### src/rtl/hdmi_vmode_ctrl.sv
// Lock-qualification controller for measured HDMI video timing samples.
// Define VMODE_WATCHDOG_EN to add the missing-frame watchdog (LGTIMEOUT-bit counter).
module hdmi_vmode_ctrl #(
  parameter int unsigned LGTIMEOUT = 24,
  parameter int unsigned NLOCK     = 4,
  parameter int unsigned NUNLOCK   = 2
) (
  input  logic        i_clk,
  input  logic        i_reset,
  input  logic        i_enable,
  input  logic        i_frame,
  input  logic [15:0] i_nlines,
  input  logic [15:0] i_sstart,
  input  logic [15:0] i_ssend,
  input  logic [15:0] i_vtotal,
  input  logic [15:0] i_npix,
  input  logic [15:0] i_htotal,
  output logic        o_locked,
  output logic        o_cfg_stb,
  output logic [15:0] o_nlines,
  output logic [15:0] o_sstart,
  output logic [15:0] o_ssend,
  output logic [15:0] o_vtotal,
  output logic [15:0] o_npix,
  output logic [15:0] o_htotal,
  output logic        o_int,
  output logic [1:0]  o_state
);

  localparam int unsigned MatchW = $clog2(NLOCK + 1);
  localparam int unsigned MissW  = $clog2(NUNLOCK + 1);
  localparam logic [MatchW-1:0] MatchMax = MatchW'(NLOCK);
  localparam logic [MissW-1:0]  MissMax  = MissW'(NUNLOCK);

  typedef enum logic [1:0] {
    StIdle    = 2'd0,
    StSearch  = 2'd1,
    StQualify = 2'd2,
    StLocked  = 2'd3
  } state_e;

  state_e             state_q, state_d;
  logic [95:0]        cand_q, cand_d;
  logic [95:0]        mode_q, mode_d;
  logic [MatchW-1:0]  match_cnt_q, match_cnt_d;
  logic [MissW-1:0]   miss_cnt_q, miss_cnt_d;
  logic               locked_q, locked_d;
  logic               cfg_stb_q, cfg_stb_d;
  logic               int_q, int_d;

  logic [95:0]        sample;
  logic               sample_valid;
  logic               match_cand;
  logic               match_mode;
  logic [MatchW-1:0]  match_inc;
  logic [MissW-1:0]   miss_inc;
  logic               wd_expired;

  // Six fields packed in output order so candidate and mode compare as one word.
  assign sample = {i_nlines, i_sstart, i_ssend, i_vtotal, i_npix, i_htotal};

  assign sample_valid = (i_nlines != 16'd0) &&
                        (i_nlines < i_sstart) &&
                        (i_sstart <= i_ssend) &&
                        (i_ssend <= i_vtotal) &&
                        (i_npix != 16'd0) &&
                        (i_npix < i_htotal);

  assign match_cand = sample_valid && (sample == cand_q);
  assign match_mode = sample_valid && (sample == mode_q);

  assign match_inc = (match_cnt_q == MatchMax) ? match_cnt_q : match_cnt_q + MatchW'(1);
  assign miss_inc  = (miss_cnt_q == MissMax) ? miss_cnt_q : miss_cnt_q + MissW'(1);

`ifdef VMODE_WATCHDOG_EN
  localparam logic [LGTIMEOUT-1:0] WdMax = '1;

  logic [LGTIMEOUT-1:0] wd_q, wd_d;

  always_comb begin
    wd_d = wd_q;
    if (i_frame) begin
      wd_d = '0;
    end else if (wd_q != WdMax) begin
      wd_d = wd_q + LGTIMEOUT'(1);
    end
  end

  always_ff @(posedge i_clk) begin
    if (i_reset) begin
      wd_q <= '0;
    end else begin
      wd_q <= wd_d;
    end
  end

  // A frame clears wd_d, so a frame on the expiry cycle wins automatically.
  assign wd_expired = (wd_d == WdMax);
`else
  logic unused_lgtimeout;
  assign unused_lgtimeout = ^LGTIMEOUT;
  assign wd_expired = 1'b0;
`endif

  always_comb begin
    state_d     = state_q;
    cand_d      = cand_q;
    mode_d      = mode_q;
    match_cnt_d = match_cnt_q;
    miss_cnt_d  = miss_cnt_q;
    locked_d    = locked_q;
    cfg_stb_d   = 1'b0;
    int_d       = 1'b0;

    if (!i_enable) begin
      state_d     = StIdle;
      match_cnt_d = '0;
      miss_cnt_d  = '0;
      locked_d    = 1'b0;
      int_d       = locked_q;
    end else begin
      unique case (state_q)
        StIdle: begin
          state_d = StSearch;
        end

        StSearch: begin
          if (i_frame && sample_valid) begin
            cand_d      = sample;
            match_cnt_d = MatchW'(1);
            state_d     = StQualify;
          end
        end

        StQualify: begin
          if (i_frame) begin
            if (match_cand) begin
              match_cnt_d = match_inc;
              if (match_inc == MatchMax) begin
                state_d    = StLocked;
                mode_d     = cand_q;
                miss_cnt_d = '0;
                locked_d   = 1'b1;
                cfg_stb_d  = 1'b1;
                int_d      = 1'b1;
              end
            end else if (sample_valid) begin
              cand_d      = sample;
              match_cnt_d = MatchW'(1);
            end else begin
              state_d     = StSearch;
              match_cnt_d = '0;
            end
          end else if (wd_expired) begin
            state_d     = StSearch;
            match_cnt_d = '0;
          end
        end

        StLocked: begin
          if (i_frame) begin
            if (match_mode) begin
              miss_cnt_d = '0;
            end else if (miss_inc == MissMax) begin
              // Mode registers are left holding the last published mode.
              state_d     = StSearch;
              miss_cnt_d  = '0;
              match_cnt_d = '0;
              locked_d    = 1'b0;
              int_d       = 1'b1;
            end else begin
              miss_cnt_d = miss_inc;
            end
          end else if (wd_expired) begin
            state_d     = StSearch;
            miss_cnt_d  = '0;
            match_cnt_d = '0;
            locked_d    = 1'b0;
            int_d       = 1'b1;
          end
        end

        default: begin
          state_d = StIdle;
        end
      endcase
    end
  end

  always_ff @(posedge i_clk) begin
    if (i_reset) begin
      state_q     <= StIdle;
      cand_q      <= '0;
      mode_q      <= '0;
      match_cnt_q <= '0;
      miss_cnt_q  <= '0;
      locked_q    <= 1'b0;
      cfg_stb_q   <= 1'b0;
      int_q       <= 1'b0;
    end else begin
      state_q     <= state_d;
      cand_q      <= cand_d;
      mode_q      <= mode_d;
      match_cnt_q <= match_cnt_d;
      miss_cnt_q  <= miss_cnt_d;
      locked_q    <= locked_d;
      cfg_stb_q   <= cfg_stb_d;
      int_q       <= int_d;
    end
  end

  assign o_state   = state_q;
  assign o_locked  = locked_q;
  assign o_cfg_stb = cfg_stb_q;
  assign o_int     = int_q;
  assign o_nlines  = mode_q[95:80];
  assign o_sstart  = mode_q[79:64];
  assign o_ssend   = mode_q[63:48];
  assign o_vtotal  = mode_q[47:32];
  assign o_npix    = mode_q[31:16];
  assign o_htotal  = mode_q[15:0];

endmodule

### config.mk
export PLATFORM = sky130hd
export DESIGN_NAME = hdmi_vmode_ctrl
export DESIGN_NICKNAME = d
export VERILOG_FILES = /design/src/rtl/hdmi_vmode_ctrl.sv
export SDC_FILE = /design/constraint.sdc
export NUM_CORES = 1
export LEC_CHECK = 0
export ABC_AREA = 1
export BUFFER_PORTS_ARGS = -buffer_cell sky130_fd_sc_hd__buf_4
export CAP_MARGIN = 20
export CORE_AREA = 10 10 173 175
export DETAILED_ROUTE_END_ITERATION = 10
export DIE_AREA = 0 0 183 185
export PLACE_DENSITY = 0.83
export SETUP_SLACK_MARGIN = 0.1
export SLEW_MARGIN = 15
export SYNTH_ARGS = -nofsm -noshare
export SYNTH_HDL_FRONTEND = slang
export SYNTH_SLANG_ARGS = --single-unit
### constraint.sdc
create_clock -name i_clk -period 2.1 [get_ports i_clk]
set_input_delay 0.315 -clock i_clk [delete_from_list [all_inputs] [get_ports i_clk]]
set_output_delay 0.315 -clock i_clk [all_outputs]
set_load 0.005 [all_outputs]
Yosys cells after proc, flatten, opt, wreduce, memory -nomap -nowiden
Cells that the tools add are included.
- word-level logic and storage cells: 104
- bits in registers: 202
- add/sub/neg operators: 2
- bitwise gates (word level): 2
- multiplexer cells: 46
- order comparisons: 4
- eq/ne operators: 20
- reductions and logical operators: 22
- operators by type and width (cell ; count):
    96-bit 2-to-1 mux ; 4
    96-bit == test ; 2
    96-bit one-hot mux with 2 select lines ; 1
    16-bit less-or-equal comparator ; 2
    16-bit < comparator ; 2
    16-bit nonzero test ; 2
    2-bit 2-to-1 mux ; 15
    3-bit 2-to-1 mux ; 7
    2-bit != test, second input constant ; 9
    1-bit 2-to-1 mux ; 14
    7-bit AND reduction ; 2
    6-bit AND reduction ; 2
    5-bit AND reduction ; 2
    3-bit one-hot mux with 3 select lines ; 1
    2-bit == test, second input constant ; 4
    1-bit logical AND ; 8
    2-bit one-hot mux with 4 select lines ; 1
    3-bit == test, second input constant ; 2
    3-bit != test, second input constant ; 2
    1-bit one-hot mux with 2 select lines ; 2
    2-bit one-hot mux with 2 select lines ; 1
    2-bit nonzero test ; 2
    3-bit by 1-bit adder with 3-bit output, second input constant ; 1
    3-bit nonzero test ; 1
    other kinds (6) ; 7

Depth between registers and ports, before layout
Gate-level depths: netlist of run 1.
- word-level depth: 11
- depth in mapped cells: 21
- mapped depth without buffers: 20

Worst setup path after synthesis of run 1
OpenSTA, ideal clock, no wires.
- kind: input -> register
- start: input i_htotal[15]
- end: register cand_q[78]
- data arrival time: 2.173 ns
- path slack: -0.187 ns
- stages on the path: 19
- data required time: 1.986 ns
- library setup time: 0.114 ns
- path through: inv_1 ha_1 nand2_1 inv_2 nand3_1 nor2b_1 nand2_1 nor2_1 nand3_2 nor2_4 nand3_4 nor2_2 nand2_2 nand2_2 buf_12 buf_12 nand2_4 nand2_2 nor2_2
- cells in the longest elaborated chain, start to end: 5
- elaborated cells between the ends (all ways): 9
- ends and longest elaborated chain (what ; line ; RTL):
    start: declaration ; 17 ; input logic [15:0] i_htotal,
    16-bit < comparator ; 67 ; (i_npix < i_htotal);
    1-bit logical AND ; 66 ; (i_npix != 16'd0) &&
    1-bit logical AND, on equally long branches ; 69, 128 ;
    2-bit != test (no line) ; - ;
    6-bit AND reduction (no line) * ; - ;
    end signal: assignment ; 202 ; cand_q <= cand_d;
    end: declaration ; 43 ; logic [95:0] cand_q, cand_d;
Mark *: on every way between the ends. The rest lies on a longest branch, timed or not.
A chain may end at the register's enable or synchronous reset.

Worst setup path after layout of run 1
- start: register cand_q[15]
- end: register state_q[1] (netlist: o_state[1])
- cells in the longest elaborated chain, start to end: 5
- elaborated cells between the ends (all ways): 8
- ends and longest elaborated chain (what ; line ; RTL):
    96-bit == test * ; 69 ; assign match_cand = sample_valid && (sample == cand_q);
    1-bit logical AND * ; 69 ;
    2-bit 2-to-1 mux ; 137 ; if (match_cand) begin
    2-bit 2-to-1 mux ; 136 ; if (i_frame) begin
    2-bit one-hot mux with 4 select lines ; 122 ; unique case (state_q)
    end signal: assignment ; 192 ; state_q <= StIdle;
    end signal: assignment ; 201 ; state_q <= state_d;
    end: declaration ; 42 ; state_e state_q, state_d;
Mark *: on every way between the ends. The rest lies on a longest branch, timed or not. The select of a mux whose other input is x is not followed.

==> results of run 1 <==
==> worst paths after layout <==
check                      from             to  slack [ns]
hold reg to reg   miss_cnt_q[0]  miss_cnt_q[0]        0.46
hold / removal     i_htotal[15]     cand_q[15]        0.06
setup reg to reg     cand_q[15]     o_state[1]       -0.35
setup / recovery     cand_q[15]     o_state[1]       -0.35
==> power by group through the flow <==
stage / logic (uW) / clock network, uW / registers [uW]
finish: 1830 / 3920 / 3880
floorplan: 778 / 0 / 3970
global route: 1950 / 4060 / 3880
global placement: 1460 / 0 / 3960
detailed placement: 1510 / 0 / 3960
CTS: 1600 / 3870 / 3880
==> layout make-up <==
class / count / area [um2] / area share [%]
inverters: 300 / 1170 / 5.59
multi-input cells: 1273 / 9440 / 45.1
clock inverters: 3 / 15.0 / 0.0718
flip-flops and latches: 202 / 4060 / 19.4
clock buffers: 36 / 684 / 3.27
repair buffers: 548 / 5110 / 24.5
well taps: 341 / 427 / 2.04
==> stage by stage <==
step	setup TNS, ns	worst slack [ns]	hold slack, ns	util, %
floorplan	-18.90	-0.129	0.377	-
global placement	-105.28	-0.618	0.447	68.1
detailed placement	-126.23	-0.748	0.456	68.1
CTS	-27.62	-0.198	0.0537	74.7
global route	-66.39	-0.447	0.0522	78.6
finish	-51.16	-0.347	0.0570	78.6
==> routing by layer <==
layer	track usage, %	part of all wire (%)	vias up
met2	47.2	49	796
met5	0	0	-
li1	-	-	6649
met1	29.4	36	6982
met3	5.04	8.5	308
met4	11.0	6.7	0
==> synthesized netlist by cell type (all sizes together) (3+ instances only) <==
cell type / n
nand2: 394
nor2: 330
inv: 300
dfxtp: 202
a21oi: 138
o21ai: 107
xor2: 94
ha: 70
xnor2: 66
buf: 50
nand4: 27
nand3: 17
nor3: 14
clkbuf: 13
nor4: 3
==> sequential cells by signal (all words and copies together) (netlist names) <==
register,flops
o_state,2
match_cnt_q,3
o_int,1
cand_q,96
o_locked,1
mode_q,96
miss_cnt_q,2
o_cfg_stb,1
==> cell families (layout without fill, tap and decap cells) <==
kind of cell / count (synthesis) / in the layout / share of synthesized area (%)
compound gates: 251 / 251 / 11.0
xor+xnor: 160 / 160 / 10.1
fa+ha+maj: 70 / 70 / 6.33
buf+inv: 363 / 887 / 12.5
flops: 202 / 202 / 29.2
simple gates: 789 / 792 / 30.8
==> worst reg2reg max path: cells and delay by family (launching register included) <==
family          cells  cell delay (ns)
compound gates      1             0.12
xor+xnor            1             0.17
buf+inv             5             0.60
flops               1             0.34
simple gates        9             1.14
==> what timing repair did <==
item                                   in CTS  in global routing
pin swaps                                  48                 69
cloned                                     12                 17
hold buffers                                0                  0
endpoints found under the hold margin       0                  0
setup buffers                              25                 20
setup endpoints to repair                 202                202
resized for setup                         141                190
==> flow_summary.yaml, run 1 <==
final_layout:
  n_antenna_cell: 0
  final_area_um2: 20900
  fill_cells: 1457
  layout_common_cells: "buf_4 (458), inv_1 (272), dfxtp_1 (191)"
  syn_to_final_growth_pct: 51.0
  drive_above_1_share_pct: 52.1
  final_common_cell: "buf_4"
  fin_nets: 2518
  stdcell_count: 2703
cts:
  cts_tree: "built"
  cts_max_level: 1
  path_clk_slew_ns: 0.06
  ctsRootBufferMaster: "clkbuf_16"
  numCtsBuffers: 23
  clock-sinks: 202
  clockBufferDepth: 3
  clock_latency_ns: 0.53
drt:
  ant_nets: 0
  vias_per_cell: 5.45
  wl_um: 54100
  drt_iter0_drc: 1383
  wl_per_cell_um: 20.0
  vias: 14700
  dr.pass1.iters: 5
  drc: 0
yosys:
  syn_inst: 1835
  ys_warn_count: 0
  synth_seq_cells: 202
  synth_top_area_cell: "dfxtp_1"
  synthArstFlopShare_pct: 0
  yosys-top-cells-area: "dfxtp_1 (29%), inv_1 (7.9%), nand2_4 (7.3%)"
  netlist_area_um2: 13800
  synth-edff-count: 0
  yosysTopAreaCellShare_pct: 29.2
  ys_seq_area_share_pct: 29.2
  synth.distinct_cells: 36
  avgSynthCellArea_um2: 7.54
  syn-num-nets: 2005
  ys.flop_type: "dfxtp_1"
power_and_ir_drop:
  leakagePower_uw: 0.00967
  p_per_area_nw_per_um2: 461
  seqPwrFrac_pct: 40.3
  power_uw: 9640
  swShare_pct: 28.7
  intPower_uw: 6870
  pwr-share-comb_pct: 19.0
  max-vdd-ir-drop_v: 0.000461
  p_sw_uw: 2760
  p_clk_share_pct: 40.7
sta:
  min_period_ns: 2.45
  fin_skew_ns: 0.0251
  hold_viol_final: 0
  final_max_slew_viol_count: 0
  rsz0062_at_grt: "yes"
  finalCritPeriodShare_pct: 117
  setup_viol: 202
  relSlewSlack_pct: 56.6
  worst_slew_pin_slew_ns: 0.648
  setup_slack_ns: -0.347
  timing.fmax_mhz: 409
placed_design:
  placed_cells: 2601
  numPortBuffers: 200
  gp_congestion: 0.905
  place_area_um2: 18100
  hpwlAfterDp_um: 32100
floorplanning:
  die_w_um: 183
  io_pins: 201
  coreArea_um2: 26600
  initial_core_util_pct: 52.1
  die_area_um2: 33900
  die_h_um: 185
  fp-row-count: 60
critical_path:
  crit_cells: 16
  slowest_delay_ns: 0.34
  cp-start-kind: "flop"
  worstSetupEndpointType: "flop"
  rr_worst_depth: 16
  critPathSlowestCell: "dfxtp_1"
  cp.required_ns: 2.54
  crit_type: "flop to flop"
  worstPathMaxFanout: 3
  crit_chain: "xor2_1 > nor2_1 > nand2_1 > nor2_2 > nand2_2 > nor2_4 > nand3_4 > buf_6 > inv_6 > nand2_8 > buf_12 > buf_4 > buf_6 > a21boi_2 > nor2_1 > nor2_2"
  arrival_ns: 2.89
  path_delay_family: "simple AND/OR/NAND/NOR gates"
  critPathBufInv: 5
global_routing:
  grt_max_degree: 50
  grt_pass1_vias: 14400
  grt_pass1_wl_um: 72400
  grt_use_total_pct: 26.2
  antenna_found_initial: 0
  gr-total-overflow: 0
run_status:
  violations: "negative setup slack"
  status: "finished with violations"
hold_path:
  worstHoldPathType: "input pin to flop"
  hold_path_depth: 3
job:
  drv_cap: 0
Power figures use the tool's default switching activity.
==> inputs of run 2 (changes only) <==
- BUFFER_PORTS_ARGS: -buffer_cell sky130_fd_sc_hd__buf_4 -> unset
- CORE_AREA: 10 10 173 175 -> 10 10 170 172
- DIE_AREA: 0 0 183 185 -> 0 0 180 182
- DONT_BUFFER_PORTS: unset -> 1
- PLACE_DENSITY: 0.83 -> 0.82
- RECOVER_POWER: unset -> 50
==> run 2 against run 1 <==
The flow still finishes with violations (negative setup slack). Setup slack lost 0.13 ns. Routed wire length grew 13%. Sequential power about the same.
==> flow_summary.yaml, run 2 (synthesized netlist as in run 1, its figures left out) <==
power_and_ir_drop:
  p_sw_uw: 2610
  seqPwrFrac_pct: 40.1
  swShare_pct: 26.9
  max-vdd-ir-drop_v: 0.000672
  intPower_uw: 7080
  p_per_area_nw_per_um2: 479
  pwr-share-comb_pct: 15.2
  leakagePower_uw: 0.00898
  p_clk_share_pct: 44.7
drt:
  wl_met1_um: 20600
  dr.pass1.iters: 5
  wl_met2_um: 28400
  drc: 0
  drt_iter0_drc: 1801
  wl_per_cell_um: 24.0
  wl_um: 61000
  highest_layer: "met4"
  ant_nets: 0
  wl_met3_um: 7100
  vias: 15000
  vias_per_cell: 5.91
critical_path:
  cp-start-kind: "flop"
  slowest_delay_ns: 0.33
  critPathBufInv: 2
  worstPathMaxFanout: 4
  cp-startpoint: "cand_q[50]"
  path_delay_family: "simple AND/OR/NAND/NOR gates"
  crit_type: "flop to flop"
  crit_chain: "xor2_1 > nor2_1 > nand2_1 > nor2_1 > nand2_2 > nor2_4 > nand3_4 > buf_4 > buf_4 > nor2_1 > o21ai_0 > nor2_1 > nand2_1 > nand2_1 > nor2_1"
  r2r_slack_ns: -0.48
  worstSetupEndpointType: "flop"
  cp.required_ns: 2.52
  arrival_ns: 3.00
  cp_common_cell: "nor2_1"
  critPathSlowestCell: "dfxtp_1"
  timing.rr.start: "cand_q[50]"
run_status:
  violations: "negative setup slack"
  status: "finished with violations"
floorplanning:
  fp-row-count: 59
  die_w_um: 180
  die_h_um: 182
  die_area_um2: 32800
  initial_core_util_pct: 54.0
  io_pins: 201
  coreArea_um2: 25600
cts:
  clock_latency_ns: 0.54
  numCtsBuffers: 24
  cts_tree: "built"
  clockBufferDepth: 3
  clock-sinks: 202
  cts_max_level: 1
  path_clk_slew_ns: 0.06
  ctsRootBufferMaster: "clkbuf_16"
sta:
  relSlewSlack_pct: 51.6
  min_period_ns: 2.58
  rsz0062_at_grt: "yes"
  final_max_slew_viol_count: 0
  setup_slack_ns: -0.482
  setup_viol: 202
  timing.fmax_mhz: 387
  hold_viol_final: 0
  fin_setup_tns_ns: -68.27
  worst_slew_pin_slew_ns: 0.723
  fin_skew_ns: 0.0172
  finalCritPeriodShare_pct: 123
hold_path:
  worstHoldPathType: "input pin to flop"
  min-delay-start: "i_frame"
job:
  drv_cap: 0
placed_design:
  placed_cells: 2342
  numPortBuffers: 0
  hpwlAfterDp_um: 29400
  gp_congestion: 0.869
final_layout:
  n_antenna_cell: 0
  fill_cells: 1294
  syn_to_final_growth_pct: 46.2
  stdcell_count: 2545
  fin_nets: 2367
  drive_above_1_share_pct: 40.4
  reg.largest.list: "cand_q (96), mode_q (96), match_cnt_q (3)"
  layout_common_cells: "inv_1 (276), nor2_1 (211), buf_4 (199)"
  final_common_cell: "inv_1"
global_routing:
  antenna_found_initial: 0
  grt_max_degree: 42
  grt_pass1_vias: 15000
  gr-total-overflow: 0
  grt_use_total_pct: 31.0
  grt_pass1_wl_um: 82400
## run 2: area by class of cell
type	count	area, um2	area share, %
clock buffers	35	713	3.53
multi-input cells	1272	9430	46.6
well taps	335	419	2.07
repair buffers	397	4390	21.7
flip-flops and latches	202	4050	20.0
clock inverters	4	70.1	0.346
inverters	300	1160	5.73
## run 2: per-stage QoR
stage | utilization, % | area [um2] | total power [uW] | setup WS, ns | hold slack, ns
3_3_place_gp | 62.8 | 16100 | 4940 | -0.526 | 0.382
2_1_floorplan | - | 14400 | 4750 | -0.129 | 0.377
4_1_cts | 75.2 | 19300 | 9410 | -0.168 | 0.0600
5_1_grt | 79.0 | 20200 | 9920 | -0.549 | 0.107
6_report | 79.0 | 20200 | 9690 | -0.482 | 0.0907
3_5_place_dp | 62.8 | 16100 | 4980 | -0.630 | 0.385
## run 2: worst paths after layout
kind,cells past startpoint,end
worst max-delay path,15,o_locked
worst min-delay path,2,o_cfg_stb
worst max register to register,15,o_locked
worst min register to register,2,miss_cnt_q[1]
## run 2: timing repair
item,CTS,global route
pin swaps,40,40
gates cloned,24,18
hold endpoints to repair,98,0
setup endpoints to repair,202,202
setup buffers,25,7
hold buffers,97,0
gates resized for setup,133,143
## run 2: per-layer routing
| metal | vias up | GRT usage, % |
|---|---|---|
| met2 | 1195 | 51.8 |
| met5 | - | 0 |
| met4 | 0 | 21.5 |
| met3 | 455 | 9.88 |
| li1 | 6357 | - |
| met1 | 7027 | 32.7 |
## run 2: power by group through the flow
stage,logic (uW),registers [uW],clock network [uW]
CTS,1260,3880,4270
detailed placement,1020,3970,0
global placement,972,3960,0
floorplan,778,3970,0
global route,1560,3890,4470
finish,1470,3880,4330
## run 2: worst register-to-register path, cell delays in order, from the launching register on
cell and delay [ns]:
dfxtp_1 0.33, xor2_1 0.19, nor2_1 0.21, nand2_1 0.11, nor2_1 0.19, nand2_2 0.12
nor2_4 0.17, nand3_4 0.12, buf_4 0.15, buf_4 0.15, nor2_1 0.18, o21ai_0 0.14
nor2_1 0.23, nand2_1 0.08, nand2_1 0.06, nor2_1 0.04
